<file path="src/rtl/run_ctl_pkg.sv">
// Shared encodings for the run controller: FSM states and regfile program codes.
package run_ctl_pkg;

  typedef enum logic [2:0] {
    ST_IDLE = 3'd0,
    ST_LOAD = 3'd1,
    ST_RUN  = 3'd2,
    ST_DONE = 3'd3,
    ST_TOUT = 3'd4
  } state_t;

  localparam logic [31:0] PROG_NONE = 32'd0;
  localparam logic [31:0] PROG_FIB  = 32'd1;
  localparam logic [31:0] PROG_SORT = 32'd2;
  localparam logic [31:0] PROG_LOAD = 32'd3;

  // Same-cycle requests resolve fib > sort > load.
  function automatic logic [31:0] prog_select(input logic fib, input logic sort, input logic load);
    if (fib)       return PROG_FIB;
    else if (sort) return PROG_SORT;
    else if (load) return PROG_LOAD;
    else           return PROG_NONE;
  endfunction

endpackage

</file>
<file path="src/rtl/halt_detect.sv">
// Declares a halt once the PC has stayed put for HALT_CYCLES consecutive cycles.
module halt_detect #(
  parameter int unsigned HALT_CYCLES = 3
) (
  input  logic        clock,
  input  logic        reset_n,
  input  logic        en,
  input  logic        clear,
  input  logic [31:0] pc,
  output logic        halted
);

  localparam int unsigned HW = $clog2(HALT_CYCLES + 1);

  logic [31:0]   prev_pc;
  logic          prev_vld;
  logic [HW-1:0] halt_cnt;
  logic          match;

  // prev_vld keeps the first cycle after a clear from matching a stale or zero PC.
  assign match  = en && prev_vld && (pc == prev_pc);
  assign halted = match && (halt_cnt == HW'(HALT_CYCLES - 1));

  always_ff @(posedge clock or negedge reset_n) begin
    if (!reset_n) begin
      prev_pc  <= '0;
      prev_vld <= 1'b0;
      halt_cnt <= '0;
    end else if (clear) begin
      prev_pc  <= '0;
      prev_vld <= 1'b0;
      halt_cnt <= '0;
    end else begin
      prev_pc  <= pc;
      prev_vld <= 1'b1;
      if (!match)
        halt_cnt <= '0;
      else if (halt_cnt != HW'(HALT_CYCLES))
        halt_cnt <= halt_cnt + 1'b1;
    end
  end

endmodule

</file>
<file path="src/rtl/run_controller.sv">
// Sequences program copy, CPU release, halt/watchdog monitoring and result capture.
module run_controller
  import run_ctl_pkg::*;
#(
  parameter int unsigned COPY_CYCLES = 4,
  parameter int unsigned HALT_CYCLES = 3,
  parameter int unsigned WATCHDOG    = 65535,
  parameter int unsigned CW          = 32
) (
  input  logic          clock,
  input  logic          reset_n,
  input  logic          fib_act,
  input  logic          sort_act,
  input  logic          load_act,
  input  logic          save_act,
  input  logic          abort,
  input  logic [31:0]   pc,
  input  logic [31:0]   reg_data,
  output logic          cpu_reset,
  output logic [31:0]   program_selector,
  output logic [2:0]    state,
  output logic          busy,
  output logic          done,
  output logic          timeout,
  output logic [CW-1:0] cycle_count,
  output logic [31:0]   result
);

  localparam int unsigned CPW = (COPY_CYCLES > 1) ? $clog2(COPY_CYCLES) : 1;

  state_t         state_q, state_d;
  logic [CPW-1:0] copy_q, copy_d;
  logic [CW-1:0]  cc_d;
  logic [31:0]    psel_d, res_d, sel;
  logic           cr_d, busy_d, done_d, tout_d;
  logic           run_en, run_clear, halted;

  function automatic logic [CW-1:0] sat_inc(input logic [CW-1:0] v);
    return (&v) ? v : v + 1'b1;
  endfunction

  assign sel    = prog_select(fib_act, sort_act, load_act);
  assign run_en = (state_q == ST_RUN);
  assign state  = state_q;

  halt_detect #(.HALT_CYCLES(HALT_CYCLES)) u_halt (
    .clock   (clock),
    .reset_n (reset_n),
    .en      (run_en),
    .clear   (run_clear),
    .pc      (pc),
    .halted  (halted)
  );

  always_ff @(posedge clock or negedge reset_n) begin
    if (!reset_n) begin
      state_q          <= ST_IDLE;
      copy_q           <= '0;
      cycle_count      <= '0;
      result           <= '0;
      program_selector <= PROG_NONE;
      cpu_reset        <= 1'b1;
      busy             <= 1'b0;
      done             <= 1'b0;
      timeout          <= 1'b0;
    end else begin
      state_q          <= state_d;
      copy_q           <= copy_d;
      cycle_count      <= cc_d;
      result           <= res_d;
      program_selector <= psel_d;
      cpu_reset        <= cr_d;
      busy             <= busy_d;
      done             <= done_d;
      timeout          <= tout_d;
    end
  end

  always_comb begin
    state_d   = state_q;
    copy_d    = copy_q;
    cc_d      = cycle_count;
    psel_d    = PROG_NONE;
    res_d     = result;
    run_clear = 1'b0;

    if (save_act && (state_q != ST_LOAD))
      res_d = reg_data;

    if (abort) begin
      state_d = ST_IDLE;
    end else begin
      case (state_q)
        ST_IDLE, ST_DONE, ST_TOUT: begin
          if (sel != PROG_NONE) begin
            state_d = ST_LOAD;
            psel_d  = sel;
            copy_d  = '0;
            cc_d    = '0;
          end
        end
        ST_LOAD: begin
          if (copy_q == CPW'(COPY_CYCLES - 1)) begin
            state_d   = ST_RUN;
            run_clear = 1'b1;
          end else begin
            copy_d = copy_q + 1'b1;
            psel_d = program_selector;
          end
        end
        ST_RUN: begin
          cc_d = sat_inc(cycle_count);
          // A halt detected on the watchdog's last cycle still reports DONE.
          if (halted) begin
            state_d = ST_DONE;
            res_d   = reg_data;
          end else if (cycle_count == CW'(WATCHDOG - 1)) begin
            state_d = ST_TOUT;
          end
        end
        default: state_d = ST_IDLE;
      endcase
    end

    // CPU stays parked (not reset) in DONE/TOUT so it keeps spinning on its halt loop.
    cr_d   = (state_d == ST_IDLE) || (state_d == ST_LOAD);
    busy_d = (state_d == ST_LOAD) || (state_d == ST_RUN);
    done_d = (state_d == ST_DONE);
    tout_d = (state_d == ST_TOUT);
  end

endmodule

</file>
<file path="config.mk">
export PLATFORM = sky130hd
export DESIGN_NAME = run_controller
export DESIGN_NICKNAME = d
export VERILOG_FILES = /design/src/rtl/run_ctl_pkg.sv /design/src/rtl/halt_detect.sv /design/src/rtl/run_controller.sv
export SDC_FILE = /design/constraint.sdc
export NUM_CORES = 1
export LEC_CHECK = 0
export ABC_AREA = 1
export CAP_MARGIN = 20
export CORE_ASPECT_RATIO = 0.8
export CORE_MARGIN = 2
export CORE_UTILIZATION = 30
export DETAILED_ROUTE_END_ITERATION = 12
export PLACE_DENSITY = 0.67
export SYNTH_ARGS = -nofsm -noshare
export SYNTH_HDL_FRONTEND = slang
export SYNTH_HIERARCHICAL = 1
export SYNTH_SLANG_ARGS = --single-unit
</file>
<file path="constraint.sdc">
create_clock -name clock -period 2.18 [get_ports clock]
set_input_delay 0.327 -clock clock [delete_from_list [all_inputs] [get_ports clock]]
set_output_delay 0.327 -clock clock [all_outputs]
set_load 0.02 [all_outputs]
</file>
Yosys cells after proc, flatten, opt, wreduce, memory -nomap -nowiden
Cells that the tools add are included.
Cells by class
  multiplexer cells: 31
  equality and inequality tests: 19
  bitwise operators: 1
  reductions and logical operators: 15
  add/sub/neg operators: 3
Operators by type and width (number)
  $mux W32: 11
  $pmux W32 S2: 2
  $add A32 B1 Y32 const B: 1
  $eq A32 B16 Y1 const B: 1
  $eq A32 B32 Y1: 1
  $reduce_and A32 Y1: 1
  $reduce_bool A32 Y1: 1
  $mux W3: 5
  $mux W2: 7
  $eq A3 B2 Y1 const B: 4
  $pmux W3 S3: 1
  $ne A2 B2 Y1 const B: 4
  $reduce_and A4 Y1: 2
  $eq A3 B1 Y1 const B: 2
  $eq A3 B3 Y1 const B: 2
  $logic_not A3 Y1: 2
  $ne A3 B3 Y1 const B: 2
  $add A2 B1 Y2 const B: 2
  $eq A2 B2 Y1 const B: 2
  $logic_and A1 B1 Y1: 4
  $mux W1: 4
  $pmux W2 S2: 1
  $reduce_bool A2 Y1: 2
  $ne A3 B1 Y1 const B: 1
  3 further kinds: 4
Storage, ports and cells
  bits in registers: 140
  output and inout port bits: 103
  word-level logic and storage cells: 81

Depth between registers and ports, before layout
Gate-level depths: netlist of run 1.
  word-level depth: 9
  depth in mapped cells: 16

Hierarchy
Netlist of run 1, hierarchy kept.
Modules (own cells, without submodules)
  run_controller: area each 4326.6 um^2, times used 1, cells an instance 603
  halt_detect: area each 1700.4 um^2, times used 1, cells an instance 229

Least setup slack after synthesis of run 1
No wires, ideal clock.
  path kind: register -> register
  from: register state_q[0] (netlist: state[0])
  to: register result[0]
  arrival time: 2386 ps
  required time: 2054 ps
  setup slack: -332 ps
  cell stages (with the launch flop): 14
  period minus slack after synthesis: 2512 ps
  setup time: 126 ps
  path buffers: 2
  cells stage by stage: dfrtp_1 -> nor3_4 -> clkbuf_1 -> nand2_1 -> nor2_1 -> nand3_1 -> nor2_1 -> nand2_1 -> nor2_1 -> and3_1 -> nand2_2 -> o21ai_4 -> buf_2 -> o21ai_0
Between the ends
  cells in the longest elaborated chain, start to end: 7
  elaborated cells between the ends (all ways): 10
  those cells by class: eq/ne (2); mux (4); reduce/logical (4)
RTL lines
  start: declaration: line run_controller.sv:31  | state_t state_q, state_d;
  start signal: assignment: line run_controller.sv:67  | state_q <= state_d;
  $eq A3 B2 Y1: line run_controller.sv:43  | assign run_en = (state_q == ST_RUN);
  via run_en: line run_controller.sv:36  | logic run_en, run_clear, halted;
  $logic_and A1 B1 Y1 (2 in series): line halt_detect.sv:21  | assign match = en && prev_vld && (pc == prev_pc);
  $logic_and A1 B1 Y1: line halt_detect.sv:22  | assign halted = match && (halt_cnt == HW'(HALT_CYCLES - 1));
  via halted: line run_controller.sv:36
  $mux W32: line run_controller.sv:114  | if (halted) begin
  $mux W32: line run_controller.sv:93  | case (state_q)
  $mux W32: line run_controller.sv:90  | if (abort) begin
  via res_d[0]: line run_controller.sv:34  | logic [31:0] psel_d, res_d, sel;
  end signal: assignment: line run_controller.sv:70  | result <= res_d;
  end: declaration: line run_controller.sv:26  | output logic [31:0] result
The timed path passes the listed nets, and every way through them passes these cells.
A chain may end at the register's enable or synchronous reset.

Worst setup path after layout of run 1
  from: input port pc[19]
  to: register result[8]
Between the ends
  cells in the longest elaborated chain, start to end: 6
RTL lines
  start: declaration: line run_controller.sv:17  | input logic [31:0] pc,
  $eq A32 B32 Y1: line halt_detect.sv:21
  $logic_and A1 B1 Y1: line halt_detect.sv:21
  $logic_and A1 B1 Y1: line halt_detect.sv:22
  via halted: line run_controller.sv:36
  $mux W32: line run_controller.sv:114
  $mux W32: line run_controller.sv:93
  $mux W32: line run_controller.sv:90
  via res_d[8]: line run_controller.sv:34
The timed path passes the listed nets, and every way through them passes these cells.

==> metrics.md, run 1 <==
| Metric | Value |
|---|---|
| Status | finished, final reports clean |
| Fin crit period | 2.166 ns |
| Synth warn | 6 |
| Pin count of the biggest net entering global routing | between 40 and 50 |
| DIE AREA | approximately 21,000 um2 |
| Post-synth EDFFs | 0 |
| Via/cell ratio | between 4 and 5 |
| Top routing layer used | met4 |
| Static Leakage | around 3.8 nW |
| CP Capture Type | flip-flop |
| # Max-Cap Violations | 0 |
| CTS tree | yes |
| Design Power | about 5.7 mW |
| Worst-path clk slew | about 0.08 ns |
| Chip Height | 130.8 um |
| Fmax | roughly 0.46 GHz |
| RSZ-0062 raised after global routing | yes |
| Iteration-0 DRC Markers | 360 |
| Final global-route overflow total | 0 |
| First-pass GRT wire length | between 20 and 30 mm |
| Mux cell area share after synthesis | 0% |
| Hold Vio Cnt, Final | 0 |
| Multi-input logic area | 2669 um2 |
| H-tree depth | 3 |
| I/O Pins | 174 |
| Peak supply drop | between 0.4 and 0.5 mV |
| Placer Congestion | ~0.9 |
| Placement Rows | 46 |
| Distinct cell type count after synthesis | 36 |
| Initial core utilization | about 31% |
| DR WL met3 | approximately 1.2 mm |
| Crit path required time | about 2.5 ns |
| Xor and xnor area share after synthesis | ~1.2% |
| Syn-to-layout area delta | 39.65% |
| Total GRT Usage | ~15% |
| Synth Flop Type | dfrtp_1 |
| Routed Antenna Nets | 0 |
| Clock sinks | 110 |
| Flops & latches, synth | 110 |
| CP Launch Type | input port |
| # DRC | 0 |
| IO buf count | between 100 and 150 |
| CTS Buf Count | 9 |
| Largest family of logic cells by synthesized area | simple AND/OR/NAND/NOR gates |
| Simple-gate share of the synthesized area | a little under a third |
| Cell Area, Synth | between 6000 and 7000 um2 |
| Pins Over Slew Limit | 0 |
| Filler cells | about 2,000 |
| Setup slack after layout | roughly 0.014 ns |
| Fin crit share | 99.38% |
| Final Core Density | 42.64% |
| WP data arrival | roughly 2.5 ns |
| Met1 wire length | 7.806 mm |
| CTS Buffer Depth | 2 |
| CP Max Fanout | 13 |
| TritonRoute pass-1 iters | 5 |
| Vias | 5,534 |
| CTS root buf | clkbuf_16 |
| Post-synthesis instance total | 832 |
| Register area | roughly 2800 um2 |
| Synth Area per Inst | roughly 7.2 um2 |
| Metal2 WL | roughly 7.0 mm |
| Worst-Skew Late Latency | ~0.36 ns |
| Async S/R FF share, synth | 100.0% |
| Hold Path Class | in -> async |
| Synth Area in Adders | 1.038% |
| Layout cells sized above 1 | ~11% |
| Pre-CTS setup slack | -0.3837 ns |
| Vias in the first global route | ~5,000 |
| Die width | 162.5 um |
| Drt total wl | around 16 mm |
| Final #Nets | 1,086 |
| Final clock skew | 0.01244 ns |
| Seq/Total Area, Yosys | 45.69% |
| Initial antenna violation count | 0 |
| DP Area | around 8000 um2 |
| Final setup vio count | 0 |
| DP HPWL | ~12 mm |
| Inserted Diodes | 0 |
| Fin area | 8417 um2 |
| Crit Path Class | in -> reg |
| WHS | 0.4458 ns |
| Area fraction in compound gates after synthesis | 8.491% |
| Routed len/inst | ~13 um |
| P per Cell Area | about 680 nW/um2 |
| Core Box Area | ~20,000 um2 |
-- final cells by class --
cell class                      instances  share of cell area [%]
Clock buffer                           10                   2.720
Multi-Input combinational cell        584                   31.71
Sequential cell                       110                   32.75
Timing Repair Buffer                  188                   22.91
Clock inverter                          6                  0.7730
Tap cell                              264                   3.924
Inverter                              117                   5.218
-- cells by family (layout without fill, tap and decap cells) --
| kind of cell | count (synthesis) | in the layout |
|---|---|---|
| compound gates | 93 | 93 |
| buf+inv | 167 | 321 |
| other cells | 1 | 30 |
| xor+xnor | 8 | 8 |
| fa+ha+maj | 5 | 5 |
| simple gates | 448 | 448 |
| flops | 110 | 110 |
-- synthesized netlist by cell type (7+ instances only) --
cell | instances | area [um2]
nand2_1 | 249 | 934.7
nor2_1 | 120 | 450.4
inv_1 | 111 | 416.7
dfrtp_1 | 109 | 2728
o21ai_1 | 59 | 295.3
nand3_1 | 54 | 270.3
buf_4 | 32 | 240.2
o21ai_0 | 13 | 65.06
clkbuf_1 | 8 | 30.03
or2_2 | 8 | 50.05
o21bai_1 | 7 | 52.55
xnor2_1 | 7 | 61.31
-- worst paths after layout --
kind                         startpoint  cells after the start  slack [ns]              end
max                              pc[19]                     16        0.01        result[8]
min in group clock         reg_data[15]                      3        0.50       result[15]
max reg2reg                    state[2]                     14        0.03        result[8]
min reg2reg                   copy_q[1]                      2        0.50        copy_q[1]
max in group asynchronous       reset_n                      3        1.14        cpu_reset
min                             reset_n                      2        0.45  cycle_count[23]
-- flip-flops by register name, indices dropped and copies added, names as in the netlist --
register          flops
program_selector      2
u_halt/prev_pc       32
cycle_count          32
copy_q                2
busy                  1
cpu_reset             1
timeout               1
u_halt/halt_cnt       2
u_halt/prev_vld       1
result               32
state                 3
done                  1
-- where the power goes --
part           internal, mW  switching (mW)
clock network         0.817           0.852
logic                 0.747           0.866
registers              2.28           0.140
total                  3.84            1.86
-- critical path, stage by stage --
cell             delay (ns)
clkdlybuf4s50_1        0.49
inv_1                  0.06
nand2_1                0.06
nand2_1                0.05
nor2_1                 0.13
nand2_1                0.07
nor2_1                 0.16
nand2_1                0.09
nor2_2                 0.12
and3_4                 0.22
nand2_4                0.06
o21ai_4                0.18
buf_6                  0.15
clkbuf_16              0.16
nand2_1                0.08
o21ai_2                0.06
-- routing by layer --
layer | vias to the layer above | global-route usage (%)
met5 | - | 0
met4 | 0 | 3.019
met3 | 13 | 4.703
met2 | 186 | 22.60
met1 | 2484 | 21.00
li1 | 2851 | -
-- stage by stage --
stage	instances	TNS (ns)
3_3_place_gp	1252	-10.44
4_1_cts	1273	-0.02928
6_report	1279	0
5_1_grt	1279	-4.809
3_5_place_dp	1252	-12.38
2_1_floorplan	861	-5.858
-- cells in the final DEF (no fill, tap or decap), types with 30 or more instances in the layout --
cell	n
buf_4	32
clkdlybuf4s50_1	142
conb_1	30
dfrtp_1	107
inv_1	111
nand2_1	247
nand3_1	54
nor2_1	119
o21ai_1	48
-- repair_timing --
item	4_1_cts	5_1_grt
buffers inserted	3	2
endpoints found under the setup margin	26	34
hold endpoints to repair	26	0
gates resized for setup	2	19
gates cloned	1	4
hold buffers	1	0
Power figures use the tool's default switching activity.
==> run 2: changes to the inputs <==
--- a/config.mk
+++ b/config.mk
@@ -10,8 +10,9 @@
 export CORE_ASPECT_RATIO = 0.8
 export CORE_MARGIN = 2
 export CORE_UTILIZATION = 30
+export CTS_CLUSTER_DIAMETER = 60
 export DETAILED_ROUTE_END_ITERATION = 12
-export PLACE_DENSITY = 0.67
+export PLACE_DENSITY = 0.56
 export SYNTH_ARGS = -nofsm -noshare
 export SYNTH_HDL_FRONTEND = slang
 export SYNTH_HIERARCHICAL = 1
==> run 2 against run 1 <==
Wire length increased by 0.18%. First-iteration DRC count is 41% lower. Clock power is essentially flat. Combinational power fell by 4%. Total power shrank 1.1%. Via count down 2.3%. Cell area down 0.64%. Sequential cell count unchanged. Non-clock buffer count up 3. Sequential share of layout area rose by 0.21 points. Critical path depth decreased by 1.
==> metrics.md, run 2 (synthesized netlist as in run 1, its figures left out) <==
| Metric | Value |
|---|---|
| Status | finished, final reports clean |
| Top Registers | cycle_count x32, result x32, u_halt/prev_pc x32 |
| CP Launch Point | state[1] |
| Syn-to-layout area delta | 38.76% |
| First-pass GRT wire length | 26.14 mm (+4.3%) |
| CTS Buffer Depth | 2 (unchanged) |
| Hold Path Class | in -> async |
| Vias | 5,407 (-2.3%) |
| Total GRT Usage | 15.58% (+0.69 points) |
| Static Leakage | 3.805 nW (-0.48%) |
| Fin crit share | 99.23% (-0.15 points) |
| CP Max Fanout | 23 (+10) |
| Highest-count cells in the layout ignoring fill and taps | nand2_1 (246), clkdlybuf4s50_1 (142), nor2_1 (119) |
| Setup TNS | 0 ns (unchanged) |
| # Max-Cap Violations | 0 (unchanged) |
| Final clock skew | 0.01241 ns (-0.00002700 ns) |
| CTS root buf | clkbuf_16 |
| P_int | 3.791 mW (-1.3%) |
| Busiest metal layer after global routing | met2 |
| Layout cells sized above 1 | 10.03% (-0.71 points) |
| WP data arrival | 2.46 ns (about the same) |
| Via/cell ratio | 4.221 (-2.4%) |
| Met3 Use GR | 3.756% (-0.95 points) |
| GR Util met1 | 21.76% (+0.76 points) |
| Routed Antenna Nets | 0 (unchanged) |
| Initial antenna violation count | 0 (unchanged) |
| Pin count of the biggest net entering global routing | 39 (-19%) |
| Pins Over Slew Limit | 0 (unchanged) |
| P per Cell Area | 674.3 nW/um2 (-0.42%) |
| CTS tree | yes |
| Design Power | 5.639 mW (-1.1%) |
| Clock sinks | 110 (unchanged) |
| RR Startpoint | state[1] |
| H-tree depth | 3 (unchanged) |
| Sequential power share | 42.7% (+0.3 points) |
| Crit path required time | 2.48 ns (about the same) |
| RSZ-0062 raised after global routing | yes |
| Inserted Diodes | 0 (unchanged) |
| Final setup vio count | 0 (unchanged) |
| Vias in the first global route | 5,120 (+2.4%) |
| I/O Pins | 174 (unchanged) |
| Placement Rows | 46 (unchanged) |
| # DRC | 0 (unchanged) |
| Net Sw Power | 1.848 mW (-0.58%) |
| Iteration-0 DRC Markers | 211 (-41%) |
| Initial core utilization | 30.53% (unchanged) |
| Routed len/inst | 12.67 um (about the same) |
| Final #Nets | 1,089 (+0.28%) |
| Sw frac | 32.77% (+0.16 points) |
| Fin crit period | 2.163 ns (-0.003328 ns) |
| Clk pwr share | 29.8% (+0.5 points) |
| CP Launch Type | flip-flop |
| Worst-Skew Late Latency | 0.37 ns (about the same) |
| CP Capture Type | flip-flop |
| Final global-route overflow total | 0 (unchanged) |
| Filler cells | 2,037 (+2.8%) |
| Core Box Area | 19,740 um2 (unchanged) |
| CTS Buf Count | 9 (unchanged) |
| IO buf count | 143 (unchanged) |
| TritonRoute pass-1 iters | 5 (unchanged) |
| Die width | 162.5 um (unchanged) |
| Combinational power share | 27.5% (-0.8 points) |
| Placer Congestion | 0.8390 (-5.4%) |
| DP HPWL | 12.09 mm (+2.5%) |
| GR Util met2 | 24.03% (+1.4 points) |
| Most common cell after layout, fill and taps aside | nand2_1 |
| Fmax | 0.4623 GHz (+0.15%) |
| DIE AREA | 21,250 um2 (unchanged) |
| Peak supply drop | 0.4553 mV (-0.73%) |
| Crit Path Class | reg -> reg |
| Drt total wl | 16.23 mm (+0.18%) |
| Chip Height | 130.8 um (unchanged) |
| Worst-path clk slew | 0.08 ns (about the same) |
| Hold Vio Cnt, Final | 0 (unchanged) |
run 2: changes by cell type in the layout (fill, tap and decap cells not counted), moves of 2 or more:
cell / previous run / this run
o21ai_1: 48 / 60
clkbuf_16: 12 / 10
o21ai_2: 12 / 1
buf_4: 32 / 38
inv_8: 2 / 0
run 2: critical path: stages (launching register included):
cell     delay, ns
dfrtp_2       0.39
inv_4         0.04
nor3_4        0.18
nand2_1       0.08
nor2_1        0.10
nand3_1       0.07
nor2_1        0.09
nand2_1       0.07
nor2_2        0.15
and3_4        0.23
nand2_4       0.07
o21ai_4       0.18
buf_12        0.15
buf_16        0.16
nand2_1       0.06
o21ai_1       0.07
run 2: routing by layer:
layer	part of all wire (%)	vias up	routed length (um)
met4	1.6	0	258
li1	-	2865	-
met3	5.0	18	814
met1	50	2398	8149
met2	43	126	7010
met5	0	-	0
run 2: per-stage QoR:
stage	setup slack, ns	cells	util (%)	hold slack [ns]	area (um2)
after floorplan	-0.1846	861	-	0.03141	6170
after global placement	-0.2355	1255	39.95	0.3305	7888
after detailed placement	-0.2905	1255	39.95	0.3314	7888
after CTS	0.003234	1275	41.86	0.4865	8263
after global routing	-0.1542	1281	42.36	0.4896	8363
final	0.01686	1281	42.36	0.4734	8363
run 2: area by class of cell:
cell class	instances	area (um2)	area share (%)
Clock buffer	9	225.2	2.693
Clock inverter	6	67.56	0.8079
Timing Repair Buffer	191	1912	22.86
Multi-Input combinational cell	584	2630	31.45
Inverter	117	441.7	5.281
Sequential cell	110	2756	32.96
Tap cell	264	330.3	3.950
run 2: final timing paths:
check / cells after the start / end / slack [ns]
hold / removal: 2 / cycle_count[21] / 0.47
setup reg to reg: 15 / result[14] / 0.02
setup / recovery: 15 / result[14] / 0.02
min in group clock: 2 / copy_q[1] / 0.48
max in group asynchronous: 3 / u_halt/prev_pc[1] / 1.08
hold reg to reg: 2 / copy_q[1] / 0.48
run 2: what timing repair did:
item,CTS,global route
resized for setup,3,13
hold endpoints to repair,31,0
buffers inserted,3,5
endpoints found under the setup margin,13,34
cloned,1,2
hold buffers,1,0
pin swaps,0,3
run 2: power groups by stage:
stage / logic [mW] / clock network [mW] / registers [mW]
6_report: 1.55 / 1.68 / 2.41
5_1_grt: 1.70 / 1.81 / 2.44
4_1_cts: 1.52 / 1.74 / 2.41
3_5_place_dp: 1.47 / 0 / 2.44
3_3_place_gp: 1.46 / 0 / 2.45
2_1_floorplan: 0.622 / 0 / 2.65
